### src/rtl/rs_integer_station.sv
// Integer reservation station: buffers dispatched ops, wakes operands from the CDB, issues one ready op per cycle.
// Optional macro RS_AGE_ORDER_EN selects the oldest ready entry (age matrix) instead of the lowest index.
module rs_integer_station #(
  parameter int DEPTH = 4,
  parameter int TAG_W = 6
) (
  input  logic                         clk,
  input  logic                         reset,
  input  logic                         dp_valid,
  input  logic [75:0]                  dp_packet,
  output logic                         is_full,
  input  logic                         flush,
  input  logic                         cdb_valid,
  input  logic [TAG_W-1:0]             cdb_tag,
  input  logic [31:0]                  cdb_data,
  output logic                         issue_valid,
  input  logic                         issue_ready,
  output logic [73:0]                  issue_packet,
  output logic [$clog2(DEPTH+1)-1:0]   count
);

  localparam int IDX_W = $clog2(DEPTH);
  localparam int CNT_W = $clog2(DEPTH+1);

  logic [DEPTH-1:0] busy_q, busy_d, v1_q, v1_d, v2_q, v2_d;
  logic [3:0]       op_q   [DEPTH];
  logic [3:0]       op_d   [DEPTH];
  logic [TAG_W-1:0] dest_q [DEPTH];
  logic [TAG_W-1:0] dest_d [DEPTH];
  logic [31:0]      op1_q  [DEPTH];
  logic [31:0]      op1_d  [DEPTH];
  logic [31:0]      op2_q  [DEPTH];
  logic [31:0]      op2_d  [DEPTH];
  logic [CNT_W-1:0] count_q, count_d;

  logic [DEPTH-1:0] ready_s;
  logic [IDX_W-1:0] sel_idx_s, free_idx_s;
  logic             sel_found_s, free_found_s;
  logic [CNT_W-1:0] busy_cnt_s;
  logic             wr_en_s, iss_fire_s;
  logic [32:0]      cap1_s, cap2_s;

`ifdef RS_AGE_ORDER_EN
  // age_q[i][j] set means entry j was already waiting when entry i was written
  logic [DEPTH-1:0] age_q [DEPTH];
  logic [DEPTH-1:0] age_d [DEPTH];
`endif

  // An invalid operand whose producer tag is on the CDB this cycle takes the broadcast value.
  function automatic logic [32:0] capture_operand(input logic v, input logic [31:0] opnd,
                                                  input logic cv, input logic [TAG_W-1:0] ct,
                                                  input logic [31:0] cd);
    if (!v && cv && (opnd[TAG_W-1:0] == ct)) begin
      capture_operand = {1'b1, cd};
    end else begin
      capture_operand = {v, opnd};
    end
  endfunction

  // Readiness, occupancy and free-slot search, all from registered state.
  always_comb begin
    ready_s      = '0;
    busy_cnt_s   = '0;
    free_idx_s   = '0;
    free_found_s = 1'b0;
    for (int i = 0; i < DEPTH; i++) begin
      ready_s[i] = busy_q[i] && v1_q[i] && v2_q[i];
      busy_cnt_s = busy_cnt_s + CNT_W'(busy_q[i]);
      if (!free_found_s && !busy_q[i]) begin
        free_found_s = 1'b1;
        free_idx_s   = IDX_W'(i);
      end else begin
        free_found_s = free_found_s;
      end
    end
  end

  // Issue selection: oldest ready entry with the age matrix, lowest-index ready entry otherwise.
  always_comb begin
    sel_idx_s   = '0;
    sel_found_s = 1'b0;
    for (int i = 0; i < DEPTH; i++) begin
`ifdef RS_AGE_ORDER_EN
      if (!sel_found_s && ready_s[i] && ((age_q[i] & ready_s) == '0)) begin
`else
      if (!sel_found_s && ready_s[i]) begin
`endif
        sel_found_s = 1'b1;
        sel_idx_s   = IDX_W'(i);
      end else begin
        sel_found_s = sel_found_s;
      end
    end
  end

  assign is_full      = (busy_cnt_s == CNT_W'(DEPTH));
  assign issue_valid  = sel_found_s;
  assign issue_packet = {op_q[sel_idx_s], dest_q[sel_idx_s], op1_q[sel_idx_s], op2_q[sel_idx_s]};
  assign count        = count_q;
  assign wr_en_s      = dp_valid && !is_full && !flush;
  assign iss_fire_s   = sel_found_s && issue_ready && !flush;
  assign cap1_s       = capture_operand(dp_packet[65], dp_packet[64:33], cdb_valid, cdb_tag, cdb_data);
  assign cap2_s       = capture_operand(dp_packet[32], dp_packet[31:0], cdb_valid, cdb_tag, cdb_data);

  // Entry next state: wakeup, issue release, dispatch write, then flush overrides everything.
  always_comb begin
    busy_d = busy_q;
    v1_d   = v1_q;
    v2_d   = v2_q;
    op_d   = op_q;
    dest_d = dest_q;
    op1_d  = op1_q;
    op2_d  = op2_q;
    for (int i = 0; i < DEPTH; i++) begin
      if (cdb_valid && busy_q[i] && !v1_q[i] && (op1_q[i][TAG_W-1:0] == cdb_tag)) begin
        v1_d[i]  = 1'b1;
        op1_d[i] = cdb_data;
      end else begin
        v1_d[i]  = v1_d[i];
      end
      if (cdb_valid && busy_q[i] && !v2_q[i] && (op2_q[i][TAG_W-1:0] == cdb_tag)) begin
        v2_d[i]  = 1'b1;
        op2_d[i] = cdb_data;
      end else begin
        v2_d[i]  = v2_d[i];
      end
    end
    if (iss_fire_s) begin
      busy_d[sel_idx_s] = 1'b0;
    end else begin
      busy_d = busy_d;
    end
    if (wr_en_s) begin
      busy_d[free_idx_s] = 1'b1;
      op_d[free_idx_s]   = dp_packet[75:72];
      dest_d[free_idx_s] = dp_packet[66+TAG_W-1:66];
      v1_d[free_idx_s]   = cap1_s[32];
      op1_d[free_idx_s]  = cap1_s[31:0];
      v2_d[free_idx_s]   = cap2_s[32];
      op2_d[free_idx_s]  = cap2_s[31:0];
    end else begin
      busy_d = busy_d;
    end
    if (flush) begin
      busy_d = '0;
    end else begin
      busy_d = busy_d;
    end
  end

  // Occupancy counter: +write -issue, held inside 0..DEPTH.
  always_comb begin
    if (flush) begin
      count_d = '0;
    end else if (wr_en_s && !iss_fire_s && (count_q != CNT_W'(DEPTH))) begin
      count_d = count_q + CNT_W'(1);
    end else if (!wr_en_s && iss_fire_s && (count_q != '0)) begin
      count_d = count_q - CNT_W'(1);
    end else begin
      count_d = count_q;
    end
  end

  // Entry and counter state registers.
  always_ff @(posedge clk or posedge reset) begin
    if (reset) begin
      busy_q  <= '0;
      v1_q    <= '0;
      v2_q    <= '0;
      count_q <= '0;
      for (int i = 0; i < DEPTH; i++) begin
        op_q[i]   <= 4'd0;
        dest_q[i] <= '0;
        op1_q[i]  <= 32'd0;
        op2_q[i]  <= 32'd0;
      end
    end else begin
      busy_q  <= busy_d;
      v1_q    <= v1_d;
      v2_q    <= v2_d;
      count_q <= count_d;
      op_q    <= op_d;
      dest_q  <= dest_d;
      op1_q   <= op1_d;
      op2_q   <= op2_d;
    end
  end

`ifdef RS_AGE_ORDER_EN
  // Age matrix next state: freed column cleared, new row marks every entry still waiting.
  always_comb begin
    age_d = age_q;
    if (flush) begin
      for (int r = 0; r < DEPTH; r++) begin
        age_d[r] = '0;
      end
    end else begin
      for (int r = 0; r < DEPTH; r++) begin
        if (iss_fire_s) begin
          age_d[r][sel_idx_s] = 1'b0;
        end else begin
          age_d[r] = age_d[r];
        end
      end
      if (wr_en_s) begin
        age_d[free_idx_s] = busy_q & ~(iss_fire_s ? (DEPTH'(1) << sel_idx_s) : '0);
      end else begin
        age_d = age_d;
      end
    end
  end

  // Age matrix register.
  always_ff @(posedge clk or posedge reset) begin
    if (reset) begin
      for (int r = 0; r < DEPTH; r++) begin
        age_q[r] <= '0;
      end
    end else begin
      age_q <= age_d;
    end
  end
`endif

endmodule

### config.mk
export PLATFORM = sky130hd
export DESIGN_NAME = rs_integer_station
export DESIGN_NICKNAME = d
export VERILOG_FILES = /design/src/rtl/rs_integer_station.sv
export SDC_FILE = /design/constraint.sdc
export NUM_CORES = 1
export LEC_CHECK = 0
export CAP_MARGIN = 5
export CORE_MARGIN = 2
export CORE_UTILIZATION = 51
export DETAILED_ROUTE_END_ITERATION = 10
export MAX_ROUTING_LAYER = met4
export PLACE_DENSITY = 0.77
export REMOVE_ABC_BUFFERS = 1
export SLEW_MARGIN = 25
export SYNTH_ARGS = -nofsm -noshare
export SYNTH_HDL_FRONTEND = slang
export SYNTH_SLANG_ARGS = --single-unit
### constraint.sdc
create_clock -name clk -period 10.3 [get_ports clk]
set_input_delay 1.545 -clock clk [delete_from_list [all_inputs] [get_ports clk]]
set_output_delay 1.545 -clock clk [all_outputs]
set_load 0.005 [all_outputs]
==> metrics.md <==
| Metric | Value |
|---|---|
| Logic pwr share | `27.8%` |
| Drt initial violations | `2149` |
| Chip height | `184 microns` |
| Pint | `2.97 mW` |
| CTS buffer count | `35` |
| DRT Pass-1 Iters | `9` |
| Clk_lat worst skew | `0.53 ns` |
| Routability cong. | `0.893` |
| Max Buffers Root-to-Sink | `3` |
| Final std cells w/o fill | `2157` |
| Cells after Synth | `1596` |
| XOR/XNOR share of the synthesized area | `3.24%` |
| RSZ-0062 raised after global routing | `no` |
| Setup bufs post-CTS | `0` |
| Synthesized-area fraction occupied by and/or/nand/nor cells | `7.02%` |
| Cell Chain, Critical Path | `and3_2 > nor2_4 > o21a_4 > buf_4 > mux2i_1 > o22ai_1 > clkdlybuf4s50_1` |
| Via density | `6.91` |
| Status | `finished clean` |
| Die W | `184 microns` |
| CP arrival | `3.87 ns` |
| Mean Syn Cell Area | `10.3 sq um` |
| CP startpoint kind | `flop` |
| Layout area overhead | `21.8%` |
| Post-place instance area | `0.0189 sq mm` |
| Flop pwr share | `41.6%` |
| Clock transition at the registers of the reported paths | `0.06 ns` |
| Compound-Gate Fraction of Synth Area | `27.7%` |
| Post-DP HPWL | `34400 microns` |
| Mapped cell area | `0.0165 sq mm` |
| Number of enable flip-flop cells after synthesis | `0` |
| Mux contribution to synthesized area | `5.92%` |
| Fin Setup TNS | `0 ns` |
| Placement Rows | `65` |
| Crit-path slowest cell | `buf_4` |
| Vias in the first global route | `15300` |
| Post-layout min period | `5.42 ns` |
| CP top delay family | `buffers and inverters` |
| Worst Tran Pin Value | `1.13 ns` |
| H-tree levels | `2` |
| Final Setup Violations | `0` |
| Total Wirelength | `57500 microns` |
| # fillers | `2471` |
| Synth cell types | `58` |
| Max Cap Violations | `0` |
| Sequential area share after synthesis | `47.2%` |
| Crit path buffers/inverters | `2` |
| Hold buffers post-CTS | `0` |
| TritonCTS clock tree | `done` |
| Layout Utilization | `63.4%` |
| DR vias | `14900` |
| First-pass GRT wire length | `88700 microns` |
| Synth warnings | `0` |
| Die ar. | `0.0338 sq mm` |
| Critical Path Max Stage Delay | `0.86 ns` |
| Dpl cells | `2093` |
| Hold Crit Class | `reg2reg` |
| Fin. max-slew vios | `0` |
| Nets | `1854` |
| Required @ worst endpoint | `8.76 ns` |
| Crit path kind | `reg2out` |
| Worst rel slew slack | `24.4%` |
| Count of buffers from port buffering | `198` |
| Yosys reg bits | `311` |
| Switching Fraction | `29.8%` |
| Period utilization | `52.6%` |
| CTS Sinks | `311` |
| Largest net degree at the start of global routing | `115` |
| Fmax | `0.185 GHz` |
| Power per cell area | `210 mW/mm^2` |
| Count of final hold-check violations | `0` |
| Pleak | `8.53 nW` |
| Core area | `0.0317 sq mm` |
| Gr ovfl total | `0` |
| CTS Root Buffer Type | `clkbuf_16` |
| Post-route design area | `0.0201 sq mm` |
| Post-DR wirelength/cell | `26.7 microns` |
| Post-synthesis adder-cell area fraction | `0.546%` |
| Share of layout cells above drive strength 1 | `10.1%` |
| Ys flop type | `dfrtp_1` |
| Initial antenna violation count | `4` |
| GRT Util Overall | `35.1%` |
| Largest family of logic cells by synthesized area | `compound AO/OA/AOI/OAI gates` |
| Resize count post-CTS | `0` |
| Ports | `199` |
| Routed Antenna Nets | `0` |
| Initial core utilization | `52.0%` |
| Ys async rst share | `100%` |
| DRC Markers | `0` |
| CP endpoint kind | `output port` |
| Net Sw Power | `1.26 mW` |
| Skew final | `0.0176 ns` |
| Clock power frac | `30.5%` |
| Worst-path fanout max | `46` |
| Peak VDD IR | `134 uV` |
[routing by layer]
| metal | up-vias | GRT usage [%] | part of all wire (%) |
|---|---|---|---|
| met5 | - | - | 0 |
| met4 | 0 | 14.0 | 3.4 |
| met3 | 164 | 7.81 | 12 |
| met2 | 1118 | 53.0 | 46 |
| met1 | 7435 | 46.0 | 39 |
| li1 | 6188 | - | - |
[kinds of logic after synthesis]
group,after synthesis
mux,95
simple gates,215
buf+inv,339
compound gates,569
flops,311
xor+xnor,61
fa+ha+maj,6
[metrics by stage]
stage / setup WS [ns] / hold slack, ns / power (mW)
after floorplan: 0.154 / 0.445 / 2.41
after global routing: 4.80 / 0.499 / 4.41
after CTS: 4.91 / 0.478 / 4.20
final: 4.88 / 0.474 / 4.22
after global placement: 5.50 / 0.457 / 2.86
after detailed placement: 5.46 / 0.462 / 2.91
[final timing paths]
| kind | start | cells past startpoint | to | slack [ns] |
|---|---|---|---|---|
| min | dest_q[14] | 2 | dest_q[14] | 0.47 |
| min in group asynchronous | reset | 2 | count[0] | 1.56 |
| min reg2reg | dest_q[14] | 2 | dest_q[14] | 0.47 |
| max | busy_q[2] | 7 | issue_packet[51] | 4.88 |
| max in group asynchronous | reset | 3 | op2_q[62] | 7.15 |
| max reg2reg | busy_q[0] | 9 | op1_q[46] | 5.89 |
[cell usage in the layout, fill, tap and decap left out, types with 5 or more instances in the layout]
cell type	instances
nand4_1	9
a32oi_1	32
clkbuf_1	5
a222oi_1	64
o21a_1	96
o22a_1	64
a21oi_1	37
dfrtp_1	311
xnor2_1	39
nor3_1	7
nor2_1	9
buf_16	5
nand2b_1	67
mux2i_1	75
buf_4	27
mux2_2	20
clkbuf_16	35
o221a_2	32
o22ai_1	106
o221a_1	32
xor2_1	22
clkdlybuf4s50_1	198
nand3_1	17
a22oi_1	77
nor4_1	5
bufinv_16	5
clkinv_2	9
nand2_1	67
inv_1	200
[layout make-up]
class,count,area (sq um),share of cell area [%]
Sequential cell,311,7780,38.7
Timing Repair Buffer,231,2340,11.7
Inverter,203,769,3.83
Tap cell,402,503,2.50
Antenna cell,4,10.0,0.0498
Clock buffer,44,950,4.73
Clock inverter,16,211,1.05
Multi-Input combinational cell,946,7530,37.5
[cell usage after synthesis (all sizes together), types with 5 or more instances]
master / number / area share, %
buf: 49 / 1.8
clkbuf: 87 / 2.0
a22oi: 77 / 3.5
nor2b: 5 / 0.19
o22ai: 106 / 4.0
o21a: 97 / 4.4
o221a: 64 / 4.4
dfrtp: 311 / 47
nand2: 68 / 1.5
nand2b: 67 / 2.5
a31o: 5 / 0.27
mux2i: 75 / 4.6
nand4: 9 / 0.34
inv: 203 / 4.6
o22a: 64 / 3.4
a32oi: 32 / 1.7
nor3: 9 / 0.30
nand3: 17 / 0.52
xnor2: 39 / 2.1
a21oi: 41 / 1.2
xor2: 22 / 1.2
nor4: 5 / 0.19
a222oi: 64 / 3.9
mux2: 20 / 1.4
nor2: 13 / 0.34
[flip-flops by register name, indices dropped and copies added (netlist names)]
register	cells
count	3
v1_q	4
v2_q	4
op1_q	128
busy_q	4
op2_q	128
op_q	16
dest_q	24
[power by group through the flow]
stage / clock, mW / sequential, mW / combinational [mW]
2_1_floorplan: 0 / 1.69 / 0.722
4_1_cts: 1.30 / 1.74 / 1.16
3_3_place_gp: 0 / 1.75 / 1.11
6_report: 1.29 / 1.76 / 1.18
5_1_grt: 1.35 / 1.79 / 1.27
3_5_place_dp: 0 / 1.76 / 1.15
[worst register-to-register path, delay by kind of cell, from the launching register on]
kind	cells	cell delay (ns)
buf+inv	2	1.02
fa+ha+maj	3	1.01
simple gates	2	0.63
flops	1	0.47
compound gates	2	1.15
(Power assumes the default switching activity.)
